**src/rtl/cond_unit_if.sv**
```systemverilog
// Decoder/ALU-side bundle for the condition unit: instruction controls in,
// gated writes, status flags and optional statistics counters out.
interface cond_unit_if #(parameter int CNT_W = 16);
  logic             valid_i;
  logic             flush_i;
  logic [3:0]       cond_i;
  logic [1:0]       flagw_i;
  logic             pcs_i;
  logic             regw_i;
  logic             memw_i;
  logic [3:0]       alu_flags_i;
  logic [3:0]       flags_o;
  logic             cond_ex_o;
  logic             pcsrc_o;
  logic             regwrite_o;
  logic             memwrite_o;
  logic [CNT_W-1:0] exec_cnt_o;
  logic [CNT_W-1:0] skip_cnt_o;

  modport slave (
    input  valid_i, flush_i, cond_i, flagw_i, pcs_i, regw_i, memw_i, alu_flags_i,
    output flags_o, cond_ex_o, pcsrc_o, regwrite_o, memwrite_o, exec_cnt_o, skip_cnt_o
  );

  modport master (
    output valid_i, flush_i, cond_i, flagw_i, pcs_i, regw_i, memw_i, alu_flags_i,
    input  flags_o, cond_ex_o, pcsrc_o, regwrite_o, memwrite_o, exec_cnt_o, skip_cnt_o
  );
endinterface

```
**src/rtl/cond_unit.sv**
```systemverilog
// ARMv4 condition unit: CNVZ status register, condition check, write gating.
// Optional executed/skipped counters are built when COND_STATS_EN is defined.
module cond_unit #(
  parameter int CNT_W = 16
) (
  input logic       clk,
  input logic       rst,
  cond_unit_if.slave bus
);

  logic [3:0] flags;
  logic       c, n, v, z;
  logic       pass;
  logic       valid_live;
  logic       exec;

  // Register layout is CNVZ: [3]=C [2]=N [1]=V [0]=Z
  assign c = flags[3];
  assign n = flags[2];
  assign v = flags[1];
  assign z = flags[0];

  always_comb begin
    pass = 1'b0;
    case (bus.cond_i)
      4'b0000: pass = z;
      4'b0001: pass = ~z;
      4'b0010: pass = c;
      4'b0011: pass = ~c;
      4'b0100: pass = n;
      4'b0101: pass = ~n;
      4'b0110: pass = v;
      4'b0111: pass = ~v;
      4'b1000: pass = c & ~z;
      4'b1001: pass = ~c | z;
      4'b1010: pass = (n == v);
      4'b1011: pass = (n != v);
      4'b1100: pass = ~z & (n == v);
      4'b1101: pass = z | (n != v);
      4'b1110: pass = 1'b1;
      default: pass = 1'b0;
    endcase
  end

  assign valid_live     = bus.valid_i & ~bus.flush_i;
  assign exec           = valid_live & pass;
  assign bus.cond_ex_o  = exec;
  assign bus.pcsrc_o    = bus.pcs_i & exec;
  assign bus.regwrite_o = bus.regw_i & exec;
  assign bus.memwrite_o = bus.memw_i & exec;
  assign bus.flags_o    = flags;

  always_ff @(posedge clk) begin
    if (rst) begin
      flags <= 4'b0000;
    end else if (exec) begin
      if (bus.flagw_i[1]) begin
        flags[2] <= bus.alu_flags_i[2];
        flags[0] <= bus.alu_flags_i[0];
      end
      if (bus.flagw_i[0]) begin
        flags[3] <= bus.alu_flags_i[3];
        flags[1] <= bus.alu_flags_i[1];
      end
    end
  end

`ifdef COND_STATS_EN
  logic [CNT_W-1:0] exec_cnt;
  logic [CNT_W-1:0] skip_cnt;

  always_ff @(posedge clk) begin
    if (rst) begin
      exec_cnt <= '0;
      skip_cnt <= '0;
    end else begin
      if (exec)               exec_cnt <= exec_cnt + 1'b1;
      if (valid_live & ~pass) skip_cnt <= skip_cnt + 1'b1;
    end
  end

  assign bus.exec_cnt_o = exec_cnt;
  assign bus.skip_cnt_o = skip_cnt;
`else
  assign bus.exec_cnt_o = {CNT_W{1'b0}};
  assign bus.skip_cnt_o = {CNT_W{1'b0}};
`endif

endmodule

```
**src/flat_wrapper.sv**
```systemverilog
// flat-port wrapper written by rule: the top's interface ports become plain ports
module cond_unit_flat 
#(
  parameter int CNT_W = 16
)
  (clk, rst, bus_valid_i, bus_flush_i, bus_cond_i, bus_flagw_i, bus_pcs_i, bus_regw_i, bus_memw_i, bus_alu_flags_i, bus_flags_o, bus_cond_ex_o, bus_pcsrc_o, bus_regwrite_o, bus_memwrite_o, bus_exec_cnt_o, bus_skip_cnt_o);
  cond_unit_if #(.CNT_W(CNT_W)) bus_i ();
  input logic clk;
  input logic rst;
  input wire logic [$bits(bus_i.valid_i)-1:0] bus_valid_i;
  input wire logic [$bits(bus_i.flush_i)-1:0] bus_flush_i;
  input wire logic [$bits(bus_i.cond_i)-1:0] bus_cond_i;
  input wire logic [$bits(bus_i.flagw_i)-1:0] bus_flagw_i;
  input wire logic [$bits(bus_i.pcs_i)-1:0] bus_pcs_i;
  input wire logic [$bits(bus_i.regw_i)-1:0] bus_regw_i;
  input wire logic [$bits(bus_i.memw_i)-1:0] bus_memw_i;
  input wire logic [$bits(bus_i.alu_flags_i)-1:0] bus_alu_flags_i;
  output wire logic [$bits(bus_i.flags_o)-1:0] bus_flags_o;
  output wire logic [$bits(bus_i.cond_ex_o)-1:0] bus_cond_ex_o;
  output wire logic [$bits(bus_i.pcsrc_o)-1:0] bus_pcsrc_o;
  output wire logic [$bits(bus_i.regwrite_o)-1:0] bus_regwrite_o;
  output wire logic [$bits(bus_i.memwrite_o)-1:0] bus_memwrite_o;
  output wire logic [$bits(bus_i.exec_cnt_o)-1:0] bus_exec_cnt_o;
  output wire logic [$bits(bus_i.skip_cnt_o)-1:0] bus_skip_cnt_o;
  assign bus_i.valid_i = bus_valid_i;
  assign bus_i.flush_i = bus_flush_i;
  assign bus_i.cond_i = bus_cond_i;
  assign bus_i.flagw_i = bus_flagw_i;
  assign bus_i.pcs_i = bus_pcs_i;
  assign bus_i.regw_i = bus_regw_i;
  assign bus_i.memw_i = bus_memw_i;
  assign bus_i.alu_flags_i = bus_alu_flags_i;
  assign bus_flags_o = bus_i.flags_o;
  assign bus_cond_ex_o = bus_i.cond_ex_o;
  assign bus_pcsrc_o = bus_i.pcsrc_o;
  assign bus_regwrite_o = bus_i.regwrite_o;
  assign bus_memwrite_o = bus_i.memwrite_o;
  assign bus_exec_cnt_o = bus_i.exec_cnt_o;
  assign bus_skip_cnt_o = bus_i.skip_cnt_o;
  cond_unit #(.CNT_W(CNT_W)) u_core (.clk(clk), .rst(rst), .bus(bus_i));
endmodule
```
**config.mk**
```make
export PLATFORM = sky130hd
export DESIGN_NAME = cond_unit_flat
export DESIGN_NICKNAME = d
export VERILOG_FILES = /design/src/rtl/cond_unit_if.sv /design/src/rtl/cond_unit.sv /design/src/flat_wrapper.sv
export SDC_FILE = /design/constraint.sdc
export NUM_CORES = 1
export LEC_CHECK = 0
export ABC_AREA = 0
export BUFFER_PORTS_ARGS = -buffer_cell sky130_fd_sc_hd__buf_2
export CAP_MARGIN = 40
export CORE_MARGIN = 2
export CORE_UTILIZATION = 35
export CTS_CLUSTER_DIAMETER = 200
export DETAILED_ROUTE_END_ITERATION = 10
export PLACE_DENSITY = 0.84
export RECOVER_POWER = 50
export SLEW_MARGIN = 20
export SYNTH_ARGS = -nofsm -noshare
export SYNTH_HDL_FRONTEND = slang
export SYNTH_SLANG_ARGS = --single-unit
export TNS_END_PERCENT = 20
```
**constraint.sdc**
```tcl
create_clock -name clk -period 1.8 [get_ports clk]
set_input_delay 0.09 -clock clk [delete_from_list [all_inputs] [get_ports clk]]
set_output_delay 0.09 -clock clk [all_outputs]
set_load 0.02 [all_outputs]
```
-- Yosys cells after proc, flatten, opt, wreduce, memory -nomap -nowiden
Cells that the tools add are included.
- register bits after elaboration: 4
- latch bits: 0
- memory bits (writable): 0
- bits in read-only memories: 0
- input port bits: 17
- output and inout port bits: 40
- logic and storage cells: 36
- memories: 0
- add/sub/neg operators: 0
- $mul: 0
- divide/modulo/power cells: 0
- order comparisons: 0
- eq/ne operators: 16
- shift-type cells: 0
- multiplexer cells: 1
- bitwise gates (word level): 14
- reduce and logical (&&, ||, !) cells: 3
- operator list (cell ; count):
    4-bit == test (second input constant) ; 7
    4-bit by 3-bit == test with 1-bit output (second input constant) ; 4
    1-bit one-hot mux with 15 select lines ; 1
    4-bit by 2-bit == test with 1-bit output (second input constant) ; 2
    1-bit AND ; 7
    1-bit inverter ; 5
    4-bit by 1-bit == test with 1-bit output (second input constant) ; 1
    4-bit logical NOT ; 1
    2-bit AND reduction ; 2
    1-bit OR ; 2
    1-bit == test ; 1
    1-bit != test ; 1

-- Logic depth before layout (Yosys ltp)
- word-level depth: 5
- gate-level depth with buffers: 7
- depth with buffers taken out: 6

-- Least setup slack after synthesis
OpenSTA, ideal clock, no wires.
- kind: register to output
- start: register u_core.flags[3], in the netlist u_core.bus.flags_o[3]
- end: output port bus_memwrite_o
- arrival time: 1.679 ns
- required time: 1.710 ns
- setup slack: 0.031 ns
- stages on the path, launching flop included: 6
- buffers on the path: 0
- cells stage by stage: dfxtp_1 nor3b_2 o21ai_0 a311o_1 a41oi_4 and2_2
- word-level cells in the longest chain between the ends: 5
- elaborated cells between the ends (all ways): 6
- classes of those cells: 1 x mux; 5 x bitwise
- ends and longest elaborated chain (item ; RTL line ; source):
    start, declared ; cond_unit.sv:11 ; logic [3:0] flags;
    start signal, assigned ; cond_unit.sv:62 ; flags[3] <= bus.alu_flags_i[3];
    1-bit inverter ; cond_unit.sv:29, cond_unit.sv:35 ;
    1-bit OR ; cond_unit.sv:35 ; 4'b1001: pass = ~c | z;
    1-bit one-hot mux with 15 select lines * ; cond_unit.sv:25 ; case (bus.cond_i)
    1-bit AND * ; cond_unit.sv:46 ; assign exec = valid_live & pass;
    via bus_cond_ex_o ; flat_wrapper.sv:19 ; output wire logic [$bits(bus_i.cond_ex_o)-1:0] bus_cond_ex_o;
    1-bit AND * ; cond_unit.sv:50 ; assign bus.memwrite_o = bus.memw_i & exec;
    end, declared ; flat_wrapper.sv:22 ; output wire logic [$bits(bus_i.memwrite_o)-1:0] bus_memwrite_o;
The timed path passes the listed nets; every way through them passes the cells marked *.

-- Final worst setup path
- start: register u_core.flags[2], in the netlist u_core.bus.flags_o[2]
- end: output port bus_regwrite_o
- word-level cells in the longest chain between the ends: 5
- elaborated cells between the ends (all ways): 8
- classes of those cells: 2 x eq/ne; 1 x mux; 5 x bitwise
- ends and longest elaborated chain (item ; RTL line ; source):
    start signal, assigned ; cond_unit.sv:58 ; flags[2] <= bus.alu_flags_i[2];
    1-bit != test or 1-bit == test (tied branches) ; -- ;
    1-bit OR or 1-bit AND (tied branches) ; cond_unit.sv:39, cond_unit.sv:38 ;
    1-bit one-hot mux with 15 select lines * ; cond_unit.sv:25 ;
    1-bit AND * ; cond_unit.sv:46 ;
    1-bit AND * ; cond_unit.sv:49 ; assign bus.regwrite_o = bus.regw_i & exec;
    end, declared ; flat_wrapper.sv:21 ; output wire logic [$bits(bus_i.regwrite_o)-1:0] bus_regwrite_o;
Every way passes the cells marked *; elsewhere a longest branch is shown, timed or not.

==> results.yml <==
floorplanning:
  die_h_um: 49.3
  core_um2: 1940
  start_util: 0.369
  rows: 16
  dieWidth_um: 49.3
  io_pins: 57
  dieArea_um2: 2430
critical_path:
  startpoint: "u_core.bus.flags_o[2]$_SDFFE_PP0P_"
  max_stage_delay_ps: 410
  timing.rr.start: "u_core.bus.flags_o[2]$_SDFFE_PP0P_"
  crit_buf_inv: 1
  reg2reg_slack_ps: 50
  crit_chain: "or3b_4, nor4_2, nor3_1, a41oi_4, and2_4, buf_6"
  path_max_fanout: 6
  startpoint_type: "flip-flop"
  cp_top_family: "simple AND/OR/NAND/NOR gates"
  crit_end: "bus_regwrite_o"
  r2r_cells: 7
  critPathArrivalTime_ps: 1790
  worstSetupPathType: "reg -> out"
  rr_endpoint: "u_core.bus.flags_o[0]$_SDFFE_PP0P_"
  path_depth: 6
  required_ps: 1710
  endpoint_kind: "output port"
  slowest_stage: "or3b_4"
finish:
  diodes: 0
  drive_gt1_frac: 0.365
  area_growth_pct: 12.4
  fin_nets: 134
  postLayoutCoreUtil: 0.415
  largest_reg_flops: 4
  design_area_um2: 806
logic_synthesis:
  avgSynthCellArea_um2: 8.06
  syn_inst: 89
  synth-seq-area-share: 0.112
  ys.warnings.count: 0
  synthesis.area_um2: 717
  ys.flop_type: "dfxtp_1"
  ys_types: 29
  synth_seq_cells: 4
  async_flop_share: 0
  synth_edf_count: 0
clock_tree:
  path_clk_slew_ps: 40
  h-tree-depth: 1
  clock_path_buffers: 2
  cts_tree: "done"
  clkSinkCount: 4
  clock_latency_ps: 230
  clockRootBuffer: "clkbuf_4"
  numCtsBuffers: 3
placed_design:
  port_buffers: 24
  post_dp_cell_area_um2: 727
  hpwl_um: 1080
  gp_congestion: 0.784
detailed_routing:
  avgViaCountPerCell: 4.21
  wl_per_cell_um: 9.26
  firstDrtPassIters: 2
  drt-total-wl_um: 1320
  drt_iter0_drc: 2
  vias: 598
  drc: 0
  ant_nets: 0
grt:
  grt_start_max_net_pins: 14
  gr-total-overflow: 0
  grt_pass1_wl_um: 2130
  grt_pass1_vias: 565
  groute.usage.overall: 0.112
  antenna_found_initial: 0
sta:
  fmax_ghz: 0.531
  drv_slew: 0
  timing_hold_violations_final: 0
  grt_setup_unrepaired: "true"
  post-route-period-util: 1.05
  fin_skew_ps: 1.12
  finalSetupTns_ps: -256
  timing.final.ws_setup_ps: -84.4
  finalSetupViolCount: 4
  min_period_ps: 1880
power:
  netSwitchingPower_w: 0.000142
  p_per_area_nw_per_um2: 438
  switching_share: 0.403
  clock_power_share: 0.308
  sequentialPowerShare: 0.262
  p_int_w: 0.000211
  power_w: 0.000353
  peakVddDrop_uv: 290
  power_frac_comb: 0.430
  power_leakage_nw: 0.415
flow_run:
  drv_cap: 0
min_path:
  hp-class: "in -> reg"
outcome:
  status: "finished, violations left"
  violations: "setup timing"
[layout by cell type (no fill, tap or decap)]
cell type,netlist,layout
o21ai_1,0,1
clkbuf_4,0,3
nand3_1,2,2
nor2b_1,1,1
and3_1,1,1
inv_1,2,2
dfxtp_4,0,2
a21oi_1,2,2
nor2_1,1,1
o32ai_1,1,1
nor3b_2,1,1
buf_4,34,3
nor4bb_1,1,1
mux2i_1,6,6
nor4_2,1,1
or2b_1,1,1
dfxtp_2,0,2
nand4_1,1,1
clkbuf_1,0,1
nor3_1,1,1
buf_6,0,3
nand2_1,2,2
nand2b_1,8,8
or3b_4,0,1
nor4_1,1,1
a41oi_4,1,1
nand2_2,2,2
buf_2,1,20
and2_4,0,3
nand3b_1,4,4
xnor2_1,3,3
conb_1,1,32
a311o_1,1,1
[worst min-delay path by stage]
stage | startpoint | to | slack, ps | cells after the start
floorplan | bus_alu_flags_i[0] | u_core.bus.flags_o[0]$_SDFFE_PP0P_ | 240 | 2
global placement | bus_alu_flags_i[0] | u_core.bus.flags_o[0]$_SDFFE_PP0P_ | 350 | 3
detailed placement | bus_alu_flags_i[3] | u_core.bus.flags_o[3]$_SDFFE_PP0P_ | 350 | 3
CTS | bus_alu_flags_i[3] | u_core.bus.flags_o[3]$_SDFFE_PP0P_ | 100 | 3
global route | bus_alu_flags_i[3] | u_core.bus.flags_o[3]$_SDFFE_PP0P_ | 130 | 3
finish | bus_alu_flags_i[0] | u_core.bus.flags_o[0]$_SDFFE_PP0P_ | 100 | 3
[through the flow]
step           hold slack [ps]  instances  setup slack, ps
6_report                   105        142            -84.4
2_1_floorplan              241        120             30.9
3_5_place_dp               355        136             64.9
4_1_cts                    100        142             -144
3_3_place_gp               346        136              120
5_1_grt                    127        142             -150
[cells in the mapped netlist, types with 2 or more instances]
master / instances / share of area
nand3_1: 2 / 0.014
buf_4: 34 / 0.36
dfxtp_1: 4 / 0.11
and2_2: 3 / 0.031
nand2b_1: 8 / 0.070
nand2_1: 2 / 0.010
xnor2_1: 3 / 0.037
nand2_2: 2 / 0.017
a21oi_1: 2 / 0.014
mux2i_1: 6 / 0.084
nand3b_1: 4 / 0.042
inv_1: 2 / 0.010
[power groups by stage]
stage	clock [W]	combinational [W]	sequential, W
after detailed placement	0	0.000141	0.0000960
after global routing	0.000121	0.000164	0.0000926
after global placement	0	0.000138	0.0000957
after floorplan	0	0.000164	0.0000978
final	0.000109	0.000152	0.0000924
after CTS	0.000114	0.000149	0.0000935
[what timing repair did]
item	4_1_cts	5_1_grt
resized for setup	13	4
setup buffers	3	0
hold buffers	0	0
pin swaps	6	5
setup endpoints to repair	4	8
[routing by layer]
layer	share of wire	wire length [um]	up-vias	track usage
met5	0	0	-	0
li1	-	-	288	-
met3	0.11	141	2	0.0153
met1	0.32	426	267	0.0978
met4	0.019	25	0	0.0762
met2	0.55	720	41	0.227
[kinds of logic after synthesis]
family | share of synthesized area
buffers and inverters | 0.373
and+or+nand+nor | 0.304
AOI/OAI and AO/OA | 0.0855
muxes | 0.0838
DFF | 0.112
xor gates and xnor gates | 0.0367
other | 0.00523
[worst min-delay path, cell delays in order]
cell      delay, ps
buf_2            90
nand2b_1         50
mux2i_1          50
[final cells by class]
cell class              instances  area [um^2]
inverters                       2         7.51
multi-input cells              79          492
fillers                       206         1140
clock buffers                   3         22.5
flip-flops and latches          4         90.1
well taps                      27         33.8
repair buffers                 27          160
Note: power is estimated with default switching activity, not from simulation.
